### src/rtl/rns_mod_adder_pipe.sv
// Pipelined modular adder/subtractor for one RNS residue channel.
// Two register stages (S1 sum/difference, S2 modular correction) with valid/ready flow control.
module rns_mod_adder_pipe #(
  parameter int unsigned     WIDTH   = 32'd4,
  parameter longint unsigned MODULUS = 64'd16
) (
  input  logic             clk,
  input  logic             rst_n,
  input  logic             in_valid,
  output logic             in_ready,
  input  logic [WIDTH-1:0] a,
  input  logic [WIDTH-1:0] b,
  input  logic             op,
  output logic             out_valid,
  input  logic             out_ready,
  output logic [WIDTH-1:0] result,
  output logic             out_err
);

  if ((WIDTH < 32'd2) || (WIDTH > 32'd32)) begin : g_bad_width
    $fatal(1, "rns_mod_adder_pipe: WIDTH must be in 2..32");
  end
  if ((MODULUS < 64'd2) || (MODULUS > (64'd1 << WIDTH))) begin : g_bad_modulus
    $fatal(1, "rns_mod_adder_pipe: MODULUS must be in 2..2^WIDTH");
  end

  localparam logic [WIDTH:0] M = MODULUS[WIDTH:0];

  logic [WIDTH:0]   w_a_x;
  logic [WIDTH:0]   w_b_x;
  logic [WIDTH:0]   w_s;
  logic [WIDTH-1:0] w_sm;
  logic             w_err;
  logic [WIDTH-1:0] w_res;
  logic             w_s1_adv;
  logic             w_s2_adv;

  logic             r_v1;
  logic [WIDTH:0]   r_s;
  logic [WIDTH-1:0] r_sm;
  logic             r_err1;
  logic             r_v2;
  logic [WIDTH-1:0] r_result;
  logic             r_err2;

  // Stage advance conditions; a full stage moves only if its successor frees up.
  always_comb begin
    w_s2_adv = !r_v2 || out_ready;
    w_s1_adv = !r_v1 || w_s2_adv;
  end

  // S1 arithmetic at WIDTH+1 bits so no carry is lost.
  always_comb begin
    w_a_x = {1'b0, a};
    w_b_x = {1'b0, b};
    if (op) begin
      w_s = w_a_x + (M - w_b_x);
    end else begin
      w_s = w_a_x + w_b_x;
    end
    // s - M is only selected when s >= M, so its value always fits in WIDTH bits.
    w_sm  = w_s[WIDTH-1:0] - M[WIDTH-1:0];
    w_err = (w_a_x >= M) || (w_b_x >= M);
  end

  // S2 correction: choose s or s - M; out-of-range operands force zero.
  always_comb begin
    if (r_err1) begin
      w_res = {WIDTH{1'b0}};
    end else if (r_s >= M) begin
      w_res = r_sm;
    end else begin
      w_res = r_s[WIDTH-1:0];
    end
  end

  // S1 register: captures the operand pair on an input transfer.
  always_ff @(posedge clk or negedge rst_n) begin
    if (!rst_n) begin
      r_v1   <= 1'b0;
      r_s    <= {(WIDTH+1){1'b0}};
      r_sm   <= {WIDTH{1'b0}};
      r_err1 <= 1'b0;
    end else if (w_s1_adv) begin
      r_v1 <= in_valid;
      if (in_valid) begin
        r_s    <= w_s;
        r_sm   <= w_sm;
        r_err1 <= w_err;
      end else begin
        r_s    <= r_s;
        r_sm   <= r_sm;
        r_err1 <= r_err1;
      end
    end else begin
      r_v1   <= r_v1;
      r_s    <= r_s;
      r_sm   <= r_sm;
      r_err1 <= r_err1;
    end
  end

  // S2 register: holds the presented result stable while stalled.
  always_ff @(posedge clk or negedge rst_n) begin
    if (!rst_n) begin
      r_v2     <= 1'b0;
      r_result <= {WIDTH{1'b0}};
      r_err2   <= 1'b0;
    end else if (w_s2_adv) begin
      r_v2 <= r_v1;
      if (r_v1) begin
        r_result <= w_res;
        r_err2   <= r_err1;
      end else begin
        r_result <= r_result;
        r_err2   <= r_err2;
      end
    end else begin
      r_v2     <= r_v2;
      r_result <= r_result;
      r_err2   <= r_err2;
    end
  end

  assign in_ready  = w_s1_adv;
  assign out_valid = r_v2;
  assign result    = r_result;
  assign out_err   = r_err2;

endmodule

### config.mk
export PLATFORM = sky130hd
export DESIGN_NAME = rns_mod_adder_pipe
export DESIGN_NICKNAME = d
export VERILOG_FILES = /design/src/rtl/rns_mod_adder_pipe.sv
export SDC_FILE = /design/constraint.sdc
export NUM_CORES = 1
export LEC_CHECK = 0
export ABC_CLOCK_PERIOD_IN_PS = 1250
export CAP_MARGIN = 30
export CORE_MARGIN = 2
export CORE_UTILIZATION = 44
export CTS_BUF_LIST = sky130_fd_sc_hd__clkbuf_8 sky130_fd_sc_hd__clkbuf_16
export CTS_CLUSTER_SIZE = 10
export DETAILED_ROUTE_END_ITERATION = 16
export HOLD_SLACK_MARGIN = 0.1
export PLACE_DENSITY_LB_ADDON = 0.12
export SETUP_SLACK_MARGIN = 0.2
export SYNTH_ARGS = -nofsm -noshare
export SYNTH_HDL_FRONTEND = slang
export SYNTH_SLANG_ARGS = --single-unit
### constraint.sdc
create_clock -name clk -period 1.25 [get_ports clk]
set_input_delay 0.125 -clock clk [delete_from_list [all_inputs] [get_ports clk]]
set_output_delay 0.125 -clock clk [all_outputs]
set_load 0.03 [all_outputs]
==> key figures <==
Routing
  – Routed WL: ~1300 microns
  – DR iter-0 viols: 1
  – Met3 wire length: between 40 and 50 microns
  – Routed vias/inst: roughly 5
  – Met2 wire length: 753 microns
  – DRT Pass-1 Iters: 2
  – Routed Antenna Nets: 0
  – Vias: roughly 500
  – Top sig layer: met4
  – WL per Instance: roughly 13 microns
  – DRC errors left: 0
  – Wl on met1: approximately 500 microns

Finish
  – Fin util: about four fifths
  – Count of nets after finishing: approximately 110
  – Layout cells sized above 1: 53.5%
  – Antenna cells: 0
  – Layout Cells excl Fill: between 100 and 150
  – Synth-to-layout area growth: 66.7%
  – Fillers: between 70 and 80

Synthesis
  – EDFF count, synth: 0
  – Post-synth top cells: dfrtp_1, ha_1, inv_1, nand2_1, mux2_2
  – Mapped Area: 636 sq um
  – Area contributors post-synth: dfrtp_1, ha_1, mux2_2
  – Synthesized instance count: 60
  – Yosys cell types: 24
  – Synth warn: 0
  – Register area share after synthesis: between 30% and 40%
  – Net count after synthesis: between 80 and 90
  – Count leader, synth: dfrtp_1
  – Async SR Flop Fraction: 100%
  – Post-synth top area share: about two fifths
  – Yosys top cell by area: dfrtp_1
  – Mean Syn Cell Area: 10.6 sq um
  – Synthesized flop and latch total: 10
  – Dominant synthesized flop cell: dfrtp_1

Clocking
  – Skew-Pair Late Insertion Delay: between 0.2 and 0.25 ns
  – # clock sinks: 10
  – Root Driver: clkbuf_8
  – Longest Clk Path Bufs: 2
  – TritonCTS clock tree: yes
  – H-tree depth: 1
  – Cts bufs inserted: 3
  – Clock transition at path regs: approximately 0.05 ns
  – CTS Hold Bufs: 0

Die
  – Core box area: about 0.0013 sq mm
  – FP Rows: 13
  – Die ar.: approximately 0.0018 sq mm
  – Die span in y: roughly 42 microns
  – Die width: ~42 microns
  – Initial core utilization: between 40 and 50%
  – Number of top-level pins: 20

Power
  – Pwr Density: 1170 mW/mm^2
  – Static Leak: 0.483 nW
  – Maximum vdd drop: 0.685 mV
  – Pwr Total: between 0.001 and 0.0015 W

Global route
  – Grt ovf: 0
  – First-pass GRT wire length: approximately 2200 microns
  – Largest net degree at the start of global routing: 11
  – Initial antenna violation count: 0
  – Number of global-route vias before repair: about 520
  – Total Routing Usage GR: 17.4%

Critical path
  – Crit start category: input pin
  – WP data arrival: 1.28 ns
  – WS Path Type: in -> reg
  – Worst EP required: 1.39 ns
  – Worst path cell trace: clkdlybuf4s15_1 > ha_4 > o41ai_4 > nor3_2 > o31ai_2
  – Critical path peak fanout: 2
  – Crit-path max cell delay: 0.41 ns
  – Critical-path top delay cell: o41ai_4
  – Setup crit end kind: flip-flop

Flow run
  – Maxcap violations: 0

STA
  – RSZ-0062 raised after global routing: yes
  – Achievable frequency: about 870 MHz
  – Final Hold Vio Count: 0
  – Final critical-path setup slack: roughly 0.10 ns
  – Hold Slack: slightly above 0.2 ns
  – Setup violators final: 0
  – Final period util: between 90 and 100%
  – Clock skew: between 0.006 and 0.007 ns
  – Final slew viol count: 0
  – Period minus WS final: approximately 1.1 ns

Placement
  – Port-buffer cells: 18
  – DP Cell Count: 95
  – Routability cong.: 0.679
  – Pre-CTS setup slack: -0.744 ns
  – DP HPWL: roughly 940 microns

Hold path
  – Type of the tightest min-delay check: in -> async

Run status
  – Run status: finished, final reports clean
-- worst max-delay path, delay by kind of cell --
kind / cells / cell delay [ns]
buffers and inverters: 1 / 0.23
adders and majority gates: 1 / 0.21
AOI/OAI and AO/OA: 2 / 0.64
and+or+nand+nor: 1 / 0.08
-- state kept, by name, indices dropped and copies added, names as in the netlist --
register   flops
out_valid      1
r_s            4
r_v1           1
result         4
-- what timing repair did --
item | CTS | global route
setup buffers | 2 | 0
setup endpoints to repair | 13 | 8
resized for setup | 66 | 5
hold endpoints to repair | 0 | 0
gates cloned | 0 | 0
pin swaps | 11 | 5
-- layer usage --
metal,vias to the layer above,global-route usage [%]
met5,-,0
met4,0,12.9
met3,2,3.88
met2,13,31.3
met1,236,17.2
li1,244,-
-- cells in the final DEF (no fill, tap or decap), drive strengths merged, types with 2 or more instances in the layout --
| cell | instances |
|---|---|
| nand2 | 7 |
| dfrtp | 10 |
| buf | 12 |
| nor2b | 2 |
| mux2 | 4 |
| clkdlybuf4s50 | 5 |
| nand2b | 4 |
| fa | 2 |
| clkbuf | 3 |
| clkdlybuf4s15 | 6 |
| o21ai | 3 |
| inv | 9 |
| ha | 7 |
-- per-stage QoR --
| stage | instance area (sq um) | setup TNS, ns |
|---|---|---|
| floorplan | 682 | -0.0152 |
| global placement | 890 | -1.89 |
| detailed placement | 890 | -2.10 |
| CTS | 1040 | 0 |
| global route | 1060 | 0 |
| finish | 1060 | 0 |
-- report_power, final --
part | internal, W | leakage (nW) | switching (W) | total, W
combinational | 0.000240 | 0.337 | 0.000231 | 0.000471
clock | 0.000214 | 0.0269 | 0.000113 | 0.000327
sequential | 0.000396 | 0.119 | 0.0000425 | 0.000438
total | 0.000849 | 0.483 | 0.000387 | 0.00124
-- cell families after synthesis --
kind of cell    after synthesis  share of synthesized area [%]
simple gates                 16                           13.0
flops                        10                           39.4
buf+inv                      10                           7.68
fa+ha+maj                     9                           20.1
compound gates                8                           9.25
mux                           5                           8.66
other cells                   1                          0.590
xor+xnor                      1                           1.38
-- final timing paths --
check                          start  cells after the start        end  slack (ns)
hold reg to reg               r_s[3]                      2     r_s[3]        0.48
min in group clk                b[0]                      3     r_s[0]        0.22
setup / recovery                b[2]                      5     r_s[3]        0.10
hold / removal                 rst_n                      1     r_s[1]        0.20
setup reg to reg           out_valid                      3     r_s[3]        0.22
max in group asynchronous      rst_n                      1  out_valid        0.72
-- layout make-up --
cell class	instances	area, sq um	share of cell area [%]
clock buffers	3	41.3	3.90
inverters	8	45.0	4.25
well taps	15	18.8	1.77
flip-flops and latches	10	251	23.7
multi-input cells	40	464	43.8
clock inverters	1	3.75	0.354
repair buffers	24	235	22.2
Power figures use the tool's default switching activity.
